[src/rtl/arith_seq_ctrl.sv]
// Local program sequencer for iterative multiply, divide and I/O digit shift.
// Emits one-cycle micro-operation pulses to the arithmetic unit, decoded from the current state.
module arith_seq_ctrl #(
    parameter int WORD_W       = 30,
    parameter int CNT_W        = 5,
    parameter int IO_SHIFT_MAX = 4,
    parameter int IO_SEL_W     = 3
) (
    input  logic                clk,
    input  logic                reset,
    input  logic                clear_from_pu,
    input  logic                order_mul_from_op,
    input  logic                order_div_from_op,
    input  logic                order_io_from_io,
    input  logic [IO_SEL_W-1:0] io_shift_bits_from_io,
    input  logic                carry_out_from_au,
    input  logic                reg_c_lsb_from_au,
    input  logic                reg_b0_from_au,
    input  logic                sign_a_from_au,
    input  logic                sign_b_from_au,
    output logic                do_clear_b_to_au,
    output logic                do_not_a_to_au,
    output logic                do_sum_to_au,
    output logic                do_right_shift_bc_to_au,
    output logic                do_left_shift_b_to_au,
    output logic                do_left_shift_c_to_au,
    output logic                do_set_c_lsb_to_au,
    output logic                do_move_b_to_c_to_au,
    output logic                do_move_c_to_b_to_au,
    output logic                do_write_sign_to_au,
    output logic                result_sign_to_au,
    output logic                ac_answer_to_op,
    output logic                ac_answer_to_io,
    output logic                overflow_to_op,
    output logic                busy_to_op
);

    typedef enum logic [3:0] {
        IDLE, M_INIT, M_ADD, M_SHIFT, M_DONE,
        D_INIT, D_CHECK, D_OVF, D_SHIFT, D_STEP, D_DONE,
        IO_SHIFT, IO_DONE
    } state_t;

    localparam logic [CNT_W-1:0]    LAST_ITER = CNT_W'(WORD_W - 1);
    localparam logic [IO_SEL_W-1:0] IO_MAX    = IO_SEL_W'(IO_SHIFT_MAX);

    state_t                state_reg;
    logic [CNT_W-1:0]      cnt_reg;
    logic [IO_SEL_W-1:0]   shift_n_reg;
    logic [IO_SEL_W-1:0]   io_clamped;
    logic [IO_SEL_W-1:0]   io_last;
    logic                  iter_last;
    logic                  io_end;

    assign io_clamped = (io_shift_bits_from_io > IO_MAX) ? IO_MAX : io_shift_bits_from_io;
    assign io_last    = shift_n_reg - 1'b1;
    assign iter_last  = (cnt_reg == LAST_ITER);
    assign io_end     = (CNT_W'(io_last) == cnt_reg);

    always_ff @(posedge clk) begin
        if (reset || clear_from_pu) begin
            state_reg   <= IDLE;
            cnt_reg     <= '0;
            shift_n_reg <= '0;
        end else begin
            case (state_reg)
                IDLE: begin
                    cnt_reg <= '0;
                    if (order_mul_from_op) begin
                        state_reg <= M_INIT;
                    end else if (order_div_from_op) begin
                        state_reg <= D_INIT;
                    end else if (order_io_from_io) begin
                        shift_n_reg <= io_clamped;
                        state_reg   <= (io_clamped == '0) ? IO_DONE : IO_SHIFT;
                    end
                end
                M_INIT:  state_reg <= M_ADD;
                M_ADD:   state_reg <= M_SHIFT;
                M_SHIFT: begin
                    if (iter_last) begin
                        cnt_reg   <= '0;
                        state_reg <= M_DONE;
                    end else begin
                        cnt_reg   <= cnt_reg + 1'b1;
                        state_reg <= M_ADD;
                    end
                end
                M_DONE:  state_reg <= IDLE;
                D_INIT:  state_reg <= D_CHECK;
                // A carry on the trial subtract means the quotient cannot fit.
                D_CHECK: state_reg <= carry_out_from_au ? D_OVF : D_SHIFT;
                D_OVF:   state_reg <= IDLE;
                D_SHIFT: state_reg <= D_STEP;
                D_STEP: begin
                    if (iter_last) begin
                        cnt_reg   <= '0;
                        state_reg <= D_DONE;
                    end else begin
                        cnt_reg   <= cnt_reg + 1'b1;
                        state_reg <= D_SHIFT;
                    end
                end
                D_DONE:  state_reg <= IDLE;
                IO_SHIFT: begin
                    if (io_end) begin
                        cnt_reg   <= '0;
                        state_reg <= IO_DONE;
                    end else begin
                        cnt_reg   <= cnt_reg + 1'b1;
                    end
                end
                IO_DONE: state_reg <= IDLE;
                default: begin
                    cnt_reg   <= '0;
                    state_reg <= IDLE;
                end
            endcase
        end
    end

    always_comb begin
        do_clear_b_to_au        = 1'b0;
        do_not_a_to_au          = 1'b0;
        do_sum_to_au            = 1'b0;
        do_right_shift_bc_to_au = 1'b0;
        do_left_shift_b_to_au   = 1'b0;
        do_left_shift_c_to_au   = 1'b0;
        do_set_c_lsb_to_au      = 1'b0;
        do_move_b_to_c_to_au    = 1'b0;
        do_move_c_to_b_to_au    = 1'b0;
        do_write_sign_to_au     = 1'b0;
        ac_answer_to_op         = 1'b0;
        ac_answer_to_io         = 1'b0;
        overflow_to_op          = 1'b0;
        case (state_reg)
            M_INIT: begin
                do_clear_b_to_au    = 1'b1;
                do_write_sign_to_au = 1'b1;
            end
            M_ADD:   do_sum_to_au            = reg_c_lsb_from_au;
            M_SHIFT: do_right_shift_bc_to_au = 1'b1;
            M_DONE: begin
                do_move_b_to_c_to_au = 1'b1;
                ac_answer_to_op      = 1'b1;
            end
            D_INIT: begin
                do_not_a_to_au      = 1'b1;
                do_write_sign_to_au = 1'b1;
            end
            D_OVF: begin
                ac_answer_to_op = 1'b1;
                overflow_to_op  = 1'b1;
            end
            D_SHIFT: begin
                do_left_shift_b_to_au = 1'b1;
                do_left_shift_c_to_au = 1'b1;
            end
            D_STEP: begin
                do_sum_to_au       = (carry_out_from_au != reg_b0_from_au);
                do_set_c_lsb_to_au = (carry_out_from_au != reg_b0_from_au);
            end
            D_DONE: begin
                do_move_c_to_b_to_au = 1'b1;
                ac_answer_to_op      = 1'b1;
            end
            IO_SHIFT: do_left_shift_c_to_au = 1'b1;
            IO_DONE:  ac_answer_to_io       = 1'b1;
            default: ;
        endcase
    end

    assign result_sign_to_au = sign_a_from_au ^ sign_b_from_au;
    assign busy_to_op        = (state_reg != IDLE);

endmodule

[config.mk]
export PLATFORM = sky130hd
export DESIGN_NAME = arith_seq_ctrl
export DESIGN_NICKNAME = d
export VERILOG_FILES = /design/src/rtl/arith_seq_ctrl.sv
export SDC_FILE = /design/constraint.sdc
export NUM_CORES = 1
export LEC_CHECK = 0
export CAP_MARGIN = 40
export CORE_ASPECT_RATIO = 1.2
export CORE_MARGIN = 2
export CORE_UTILIZATION = 25
export DETAILED_ROUTE_END_ITERATION = 12
export HOLD_SLACK_MARGIN = 0.06
export RECOVER_POWER = 100
export SLEW_MARGIN = 10
export SYNTH_ARGS = -nofsm -noshare
export SYNTH_HDL_FRONTEND = slang
export SYNTH_SLANG_ARGS = --single-unit
[constraint.sdc]
create_clock -name clk -period 2.4 [get_ports clk]
set_clock_uncertainty 0.2 [all_clocks]
set_input_delay 0.48 -clock clk [delete_from_list [all_inputs] [get_ports clk]]
set_output_delay 0.48 -clock clk [all_outputs]
set_load 0.005 [all_outputs]
=== Word level (Yosys, flattened, before mapping) ===
Cells that the tools add are included.

* Bits in registers: 12
* Output and inout port bits: 15
* Logic and storage cells: 63

* $add $sub $neg: 2
* Magnitude comparators: 1
* Equality and inequality tests: 17
* Multiplexer cells: 26
* Bitwise logic cells: 3
* Reduce and logical (&&, ||, !) cells: 11

{| class="wikitable"
|+ Operators with widths
! kind !! number
|-
| $pmux W4 S9 || 1
|-
| $eq A4 B4 Y1 const B || 5
|-
| $mux W4 || 5
|-
| $eq A4 B3 Y1 const B || 4
|-
| $pmux W5 S3 || 1
|-
| $mux W1 || 12
|-
| $mux W5 || 2
|-
| $mux W3 || 3
|-
| $reduce_or A9 Y1 || 1
|-
| $eq A4 B2 Y1 const B || 2
|-
| $reduce_or A2 Y1 || 3
|-
| $add A5 B1 Y5 const B || 1
|-
| $eq A3 B5 Y1 || 1
|-
| $eq A5 B5 Y1 const B || 1
|-
| $eq A4 B1 Y1 const B || 1
|-
| $logic_not A4 Y1 || 1
|-
| $ne A4 B4 Y1 const B || 1
|-
| $reduce_and A4 Y1 || 1
|-
| $reduce_bool A4 Y1 || 1
|-
| $gt A3 B3 Y1 const B || 1
|-
| $logic_not A3 Y1 || 1
|-
| $reduce_or A3 Y1 || 1
|-
| $sub A3 B1 Y3 const B || 1
|-
| $mux W2 || 1
|-
| 7 further kinds || 8
|}

=== Longest topological paths before layout ===
Gate-level depths: netlist (run 1).

* Word-level depth: 8
* Mapped depth: 6

=== Worst setup path before layout (run 1) ===
No wires, ideal clock.

* Path type: register -> output
* Start point: reg state_reg[1]
* End point: out do_sum_to_au
* Data arrival time: 1.220 ns
* Setup slack: 0.500 ns
* Stages on the path, launching flop included: 6
* Path buffers: 2
* Path through: dfxtp_1 buf_4 clkbuf_1 nand2b_1 nor3_1 a31o_2

* Longest elaborated chain between the ends: 2

{| class="wikitable"
|+ RTL lines
! element !! RTL line !! RTL
|-
| from (decl) || 47 || <nowiki>state_t state_reg;</nowiki>
|-
| from (signal assigned) || 75 || <nowiki>state_reg <= (io_clamped == '0) ? IO_DONE : IO_SHIFT;</nowiki>
|-
| from (signal assigned) || 92 || <nowiki>D_CHECK: state_reg <= carry_out_from_au ? D_OVF : D_SHIFT;</nowiki>
|-
| $eq A4 B4 Y1 / $eq A4 B2 Y1 (equally long branches) || 136 || <nowiki>case (state_reg)</nowiki>
|-
| $pmux W1 S2 * || 136 ||
|-
| to (decl) || 23 || <nowiki>output logic do_sum_to_au,</nowiki>
|}

Mark *: on every way between the ends. The rest lies on a longest branch, timed or not.

=== Worst setup path in the final report (run 1) ===
* Start point: in reg_b0_from_au
* End point: out do_sum_to_au

* Longest elaborated chain between the ends: 2

{| class="wikitable"
|+ RTL lines
! element !! RTL line !! RTL
|-
| from (decl) || 18 || <nowiki>input logic reg_b0_from_au,</nowiki>
|-
| $ne A1 B1 Y1 || 160 || <nowiki>do_sum_to_au = (carry_out_from_au != reg_b0_from_au);</nowiki>
|-
| $pmux W1 S2 || 136 ||
|}

No other way between the ends.

==> results of run 1 <==
[metal layers]
| layer | vias to the layer above | track usage | wire [microns] |
|---|---|---|---|
| met5 | - | 0 | 0 |
| met4 | 0 | 0.0749 | 54 |
| li1 | 535 | - | - |
| met1 | 490 | 0.168 | 1170 |
| met2 | 43 | 0.210 | 1310 |
| met3 | 4 | 0.0213 | 176 |
[worst paths after layout]
check,to,cells past startpoint
max,do_sum_to_au,5
min,shift_n_reg[1],2
max reg2reg,shift_n_reg[0],5
min reg2reg,shift_n_reg[1],2
[cell type report]
class,instances,area (sq um)
Fill cell,396,2280
Multi-Input combinational cell,103,688
Timing Repair Buffer,37,347
Sequential cell,12,250
Tap cell,52,65.1
Clock buffer,3,41.3
Inverter,7,26.3
[stage by stage]
| stage | instance area (sq um) | utilization | hold slack [ns] | setup slack [ns] |
|---|---|---|---|---|
| after floorplan | 983 | - | 0.231 | 0.500 |
| after global placement | 1360 | 0.368 | 0.244 | -0.130 |
| after detailed placement | 1360 | 0.368 | 0.249 | -0.181 |
| after CTS | 1400 | 0.379 | 0.256 | 0.00558 |
| after global routing | 1420 | 0.384 | 0.286 | -0.00423 |
| final | 1420 | 0.384 | 0.250 | 0.105 |
[placed cells by master (no fill, tap or decap), types with 2 or more instances in the layout]
cell type	netlist	layout
a21oi_1	6	6
a31oi_1	3	3
a41oi_1	2	2
and2_1	2	2
buf_4	1	9
clkbuf_8	0	3
clkdlybuf4s50_1	0	24
dfxtp_1	12	8
dfxtp_2	0	2
dfxtp_4	0	2
dlygate4sd2_1	0	3
ha_1	3	3
inv_1	7	7
mux2i_1	2	2
nand2_1	5	5
nand2b_1	8	8
nand3_1	7	7
nand4_1	3	3
nand4b_1	2	2
nor2_1	14	14
nor2b_1	3	3
nor3_1	8	7
o21ai_0	2	2
o21bai_1	2	2
o22ai_1	3	3
o311ai_0	2	2
or3b_2	2	2
xnor2_1	3	3
xor2_1	4	4
[cell usage after synthesis (all sizes together), types with 2 or more instances]
cell / count
xor2: 4
nor3b: 2
inv: 7
nor2b: 3
nand3: 7
o311ai: 2
buf: 3
nor2: 14
nand4: 3
or3b: 2
ha: 3
a41oi: 2
a31oi: 3
xnor2: 3
dfxtp: 12
a21oi: 6
nand2b: 8
nand4b: 2
mux2i: 2
o21bai: 2
o21ai: 3
o22ai: 3
clkbuf: 4
and2: 2
nor3: 8
nand2: 5
[repair_timing]
item	4_1_cts	5_1_grt
gates resized for setup	6	6
pin swaps	1	0
endpoints found under the setup margin	8	5
[worst max-delay path, stage by stage]
cell and delay (ns):
clkdlybuf4s50_1 0.48, xnor2_1 0.12, nor3_1 0.08, a31o_2 0.20
dlygate4sd2_1 0.26
[cells by family after synthesis]
logic type | share of synthesized area
and+or+nand+nor | 0.341
xor gates and xnor gates | 0.0852
buffers and inverters | 0.0662
AOI/OAI and AO/OA | 0.205
adders and majority gates | 0.0382
DFF | 0.244
muxes | 0.0204
[power groups by stage]
stage / clock network, mW / registers [mW] / logic [mW]
6_report: 0.185 / 0.214 / 0.123
5_1_grt: 0.201 / 0.215 / 0.134
4_1_cts: 0.193 / 0.214 / 0.123
3_5_place_dp: 0 / 0.218 / 0.124
3_3_place_gp: 0 / 0.218 / 0.121
2_1_floorplan: 0 / 0.211 / 0.0641
==> key figures, run 1 <==
Placed design
  – Port bufs: 28
  – Placer congestion estimate: just over 0.8
  – DP Cell Count: 211
  – Hpwl dp: 2130 microns

Clock network
  – Clock Tree Root: clkbuf_8
  – H-Tree Depth: 1
  – CTS tree: yes
  – Bufs on Longest Clock Path: 2
  – Hold buffers post-CTS: 0
  – Clock slew at reported path FFs: 0.05 ns
  – CTS buffer count: 3
  – Worst skew pair latency: 0.24 ns
  – Sink Count: 12
  – Setup Buffers After CTS: 0

Synth
  – Syn_nets: about 150
  – Post-synth top area cell: dfxtp_1
  – Synth Area per Inst: between 7 and 8 sq um
  – Synth Warn #: 0
  – Synth Instances: roughly 130
  – Most used DFF post-synth: dfxtp_1
  – Post-synth top area share: 0.244
  – Mapped Area: between 900 and 1000 sq um
  – Post-synth EDFFs: 0
  – Async SR Flop Fraction: 0
  – Post-synthesis register bit count: 12
  – Synth top area cells: dfxtp_1 (24%), nor2_1 (5.3%), nand2b_1 (5.1%), nor3_1 (4.1%), ha_1 (3.8%)
  – Post-synthesis sequential area ratio: 0.244
  – Cell variety after synth: 43

Global route
  – First-pass GRT wire length: 4460 microns
  – Total global routing overflow: 0
  – Initial antenna violation count: 0
  – Gr usage total: 0.133
  – Largest net degree at the start of global routing: 17
  – Vias in the first global route: slightly above 1000

Worst setup path
  – Crit end category: primary output
  – Minimum setup slack among reg-to-reg paths: approximately 0.44 ns
  – Kind of critical path: in -> out
  – Max FO, Critical Path: 2
  – Worst Path Required: around 1.7 ns
  – Launching point of the worst reg2reg path: state_reg[0]
  – CP Launch Type: primary input
  – WP data arrival: ~1.6 ns
  – Crit path from: reg_b0_from_au

Routing
  – Antenna-violating nets left: 0
  – DR iter-0 viols: slightly above 50
  – Wirelength per Cell: between 10 and 15 microns
  – Via count: between 1000 and 1500
  – DRC: 0
  – Via/cell ratio: approximately 5.0
  – Drt pass-1 iters: 4
  – DRT Wirelength: roughly 2700 microns

Worst hold path
  – HP Class: reg -> reg
  – Worst hold path startpoint: shift_n_reg[1]

Finish
  – ANT cells: 0
  – Fraction of layout cells with a size suffix above 1: 0.142
  – Max reg flops: 5
  – Final Net Count: 181
  – Layout area overhead: 44.1%
  – Finished Layout Cells: 214

Status
  – Status: finished, final reports clean

Pwr
  – Sw Ratio: 0.262
  – Switching power: 137 uW
  – Clock Power Share: 0.354
  – Power density cells: around 370 nW/um^2
  – Reg power frac: 0.410
  – Comb pwr share: 0.236
  – Power Total: roughly 520 uW
  – Leak pwr: ~0.54 nW
  – Internal: 385 uW
  – VDD IR-drop max: approximately 0.18 mV

Timing
  – Tmin final: around 2.3 ns
  – RSZ-0062 raised after global routing: yes
  – Slew Limit Fails: 0
  – Crit share post-route: 0.956
  – Final Hold Vio Count: 0
  – Final setup vio count: 0
  – Setup TNS: 0 ns
  – Slew @ Worst Pin: about 0.43 ns
  – Slew headroom: 0.713
  – FMAX: ~0.44 GHz

Flow run
  – Max-cap violations: 0

Die
  – Rows: 24
  – Die ar.: about 4500 sq um
  – Starting Density: 0.266
  – Die W: slightly above 60 microns
  – Die H: a little over 70 microns
  – Top Ports: 29
  – Core footprint: around 3700 sq um
No activity file was read; power rests on OpenSTA's default activity.
==> run 2: changes to the inputs <==
Settings changed: MAX_ROUTING_LAYER set to met4.
==> key figures, run 2 (synthesis gave the netlist of run 1 again) <==
Finish
  – Finished Layout Cells: 214 (unchanged)
  – Max reg flops: 5 (unchanged)
  – ANT cells: 0 (unchanged)
  – Leading cell type in the layout, fill and taps excluded: clkdlybuf4s50_1
  – Fin area: 1420 sq um (unchanged)
  – Final Net Count: 181 (unchanged)
  – Filler cell count: 396 (unchanged)
  – Most frequent cells in the layout: clkdlybuf4s50_1 (24), nor2_1 (14), buf_4 (9)
  – Fraction of layout cells with a size suffix above 1: 0.142 (unchanged)
  – Layout area overhead: 44.1% (unchanged)

Pwr
  – Power Total: 522 uW (about the same)
  – Leak pwr: 0.545 nW (unchanged)
  – Power density cells: 368 nW/um^2 (about the same)
  – VDD IR-drop max: 0.181 mV (about the same)

Worst setup path
  – Crit end category: primary output
  – Kind of critical path: in -> out
  – Worst Path Required: 1.72 ns (about the same)
  – Worst path cell trace: clkdlybuf4s50_1 > xnor2_1 > nor3_1 > a31o_2 > dlygate4sd2_1
  – Max FO, Critical Path: 2 (unchanged)
  – CP max stage delay: 0.48 ns (about the same)
  – Highest-delay cell along the critical path: clkdlybuf4s50_1
  – WP data arrival: 1.61 ns (about the same)
  – CP Launch Type: primary input

Die
  – Die ar.: 4450 sq um (unchanged)
  – Starting Density: 0.266 (unchanged)
  – Core footprint: 3690 sq um (unchanged)
  – Die W: 61.3 microns (unchanged)
  – Top Ports: 29 (unchanged)
  – Rows: 24 (unchanged)
  – Die H: 72.7 microns (unchanged)

Routing
  – Drt pass-1 iters: 4 (unchanged)
  – Antenna-violating nets left: 0 (unchanged)
  – DRC: 0 (unchanged)
  – DR iter-0 viols: 55 (+7.8%)
  – Via/cell ratio: 5.06 (+0.93%)
  – DRT Wirelength: 2720 microns (+0.48%)
  – Wirelength per Cell: 12.7 microns (+0.48%)
  – Via count: 1082 (+0.93%)

Timing
  – RSZ-0062 raised after global routing: yes
  – Crit share post-route: 0.956 (about the same)
  – FMAX: 0.436 GHz (about the same)
  – Slew @ Worst Pin: 0.424 ns (-0.00203 ns)
  – Slew Limit Fails: 0 (unchanged)
  – Final setup vio count: 0 (unchanged)
  – Setup TNS: 0 ns (unchanged)
  – Slew headroom: 0.714 (+0.00137)
  – Hold_ws: 0.251 ns (+0.000575 ns)
  – Tmin final: 2.29 ns (-0.00000100 ns)
  – Final Hold Vio Count: 0 (unchanged)

Worst hold path
  – HP Class: reg -> reg

Clock network
  – Sink Count: 12 (unchanged)
  – Clock slew at reported path FFs: 0.05 ns (about the same)
  – CTS tree: yes
  – Bufs on Longest Clock Path: 2 (unchanged)
  – Setup Buffers After CTS: 0 (unchanged)
  – H-Tree Depth: 1 (unchanged)
  – Clock Tree Root: clkbuf_8
  – CTS buffer count: 3 (unchanged)
  – Worst skew pair latency: 0.24 ns (about the same)

Global route
  – Largest net degree at the start of global routing: 17 (unchanged)
  – Initial antenna violation count: 0 (unchanged)
  – First-pass GRT wire length: 4460 microns (+0.16%)
  – Total global routing overflow: 0 (unchanged)
  – Vias in the first global route: 1013 (+0.30%)
  – Gr usage total: 0.137 (+0.00337)

Flow run
  – Max-cap violations: 0 (unchanged)

Status
  – Status: finished, final reports clean

Placed design
  – Hpwl dp: 2130 microns (unchanged)
  – DP Cell Count: 211 (unchanged)
  – Port bufs: 28 (unchanged)
  – Placed inst area: 1360 sq um (unchanged)
  – Placer congestion estimate: 0.826 (+1.5%)
==> run 2: stage by stage <==
step | util | setup WS [ns]
after global placement | 0.368 | -0.130
after CTS | 0.379 | 0.00558
after detailed placement | 0.368 | -0.181
after floorplan | - | 0.500
after global routing | 0.384 | -0.00423
final | 0.384 | 0.105
==> run 2: repair_timing <==
action / 4_1_cts / 5_1_grt
hold buffers: 0 / 0
gates resized for setup: 6 / 6
pin swaps: 1 / 0
endpoints found under the setup margin: 8 / 5
==> run 2: path summary, 6_finish.rpt <==
kind	startpoint	cells after the start	slack (ns)	to
setup / recovery	reg_b0_from_au	5	0.11	do_sum_to_au
hold reg to reg	shift_n_reg[1]	2	0.25	shift_n_reg[1]
setup reg to reg	state_reg[0]	5	0.43	shift_n_reg[0]
hold / removal	shift_n_reg[1]	2	0.25	shift_n_reg[1]
==> run 2: area by class of cell <==
type | instances | area, sq um | share of cell area
Multi-Input combinational cell | 103 | 688 | 0.485
Clock buffer | 3 | 41.3 | 0.0291
Sequential cell | 12 | 250 | 0.177
Timing Repair Buffer | 37 | 347 | 0.244
Tap cell | 52 | 65.1 | 0.0459
Inverter | 7 | 26.3 | 0.0185
==> run 2: power by group <==
group          switching (mW)  internal [mW]  leakage [nW]
Sequential             0.0105          0.203        0.0994
Clock                  0.0740          0.111        0.0216
Combinational          0.0522         0.0710         0.424
==> run 2: critical path: cells and delay by family <==
family / cells / cell delay (ns)
buffers and inverters: 2 / 0.74
AOI/OAI and AO/OA: 1 / 0.20
xor gates and xnor gates: 1 / 0.12
and+or+nand+nor: 1 / 0.08
==> run 2: routing by layer <==
| metal | vias to the layer above | GRT usage | routed length, microns |
|---|---|---|---|
| met5 | - | - | 0 |
| met4 | 0 | 0.0749 | 72 |
| met3 | 6 | 0.0213 | 174 |
| met2 | 41 | 0.212 | 1320 |
| met1 | 499 | 0.166 | 1160 |
| li1 | 536 | - | - |
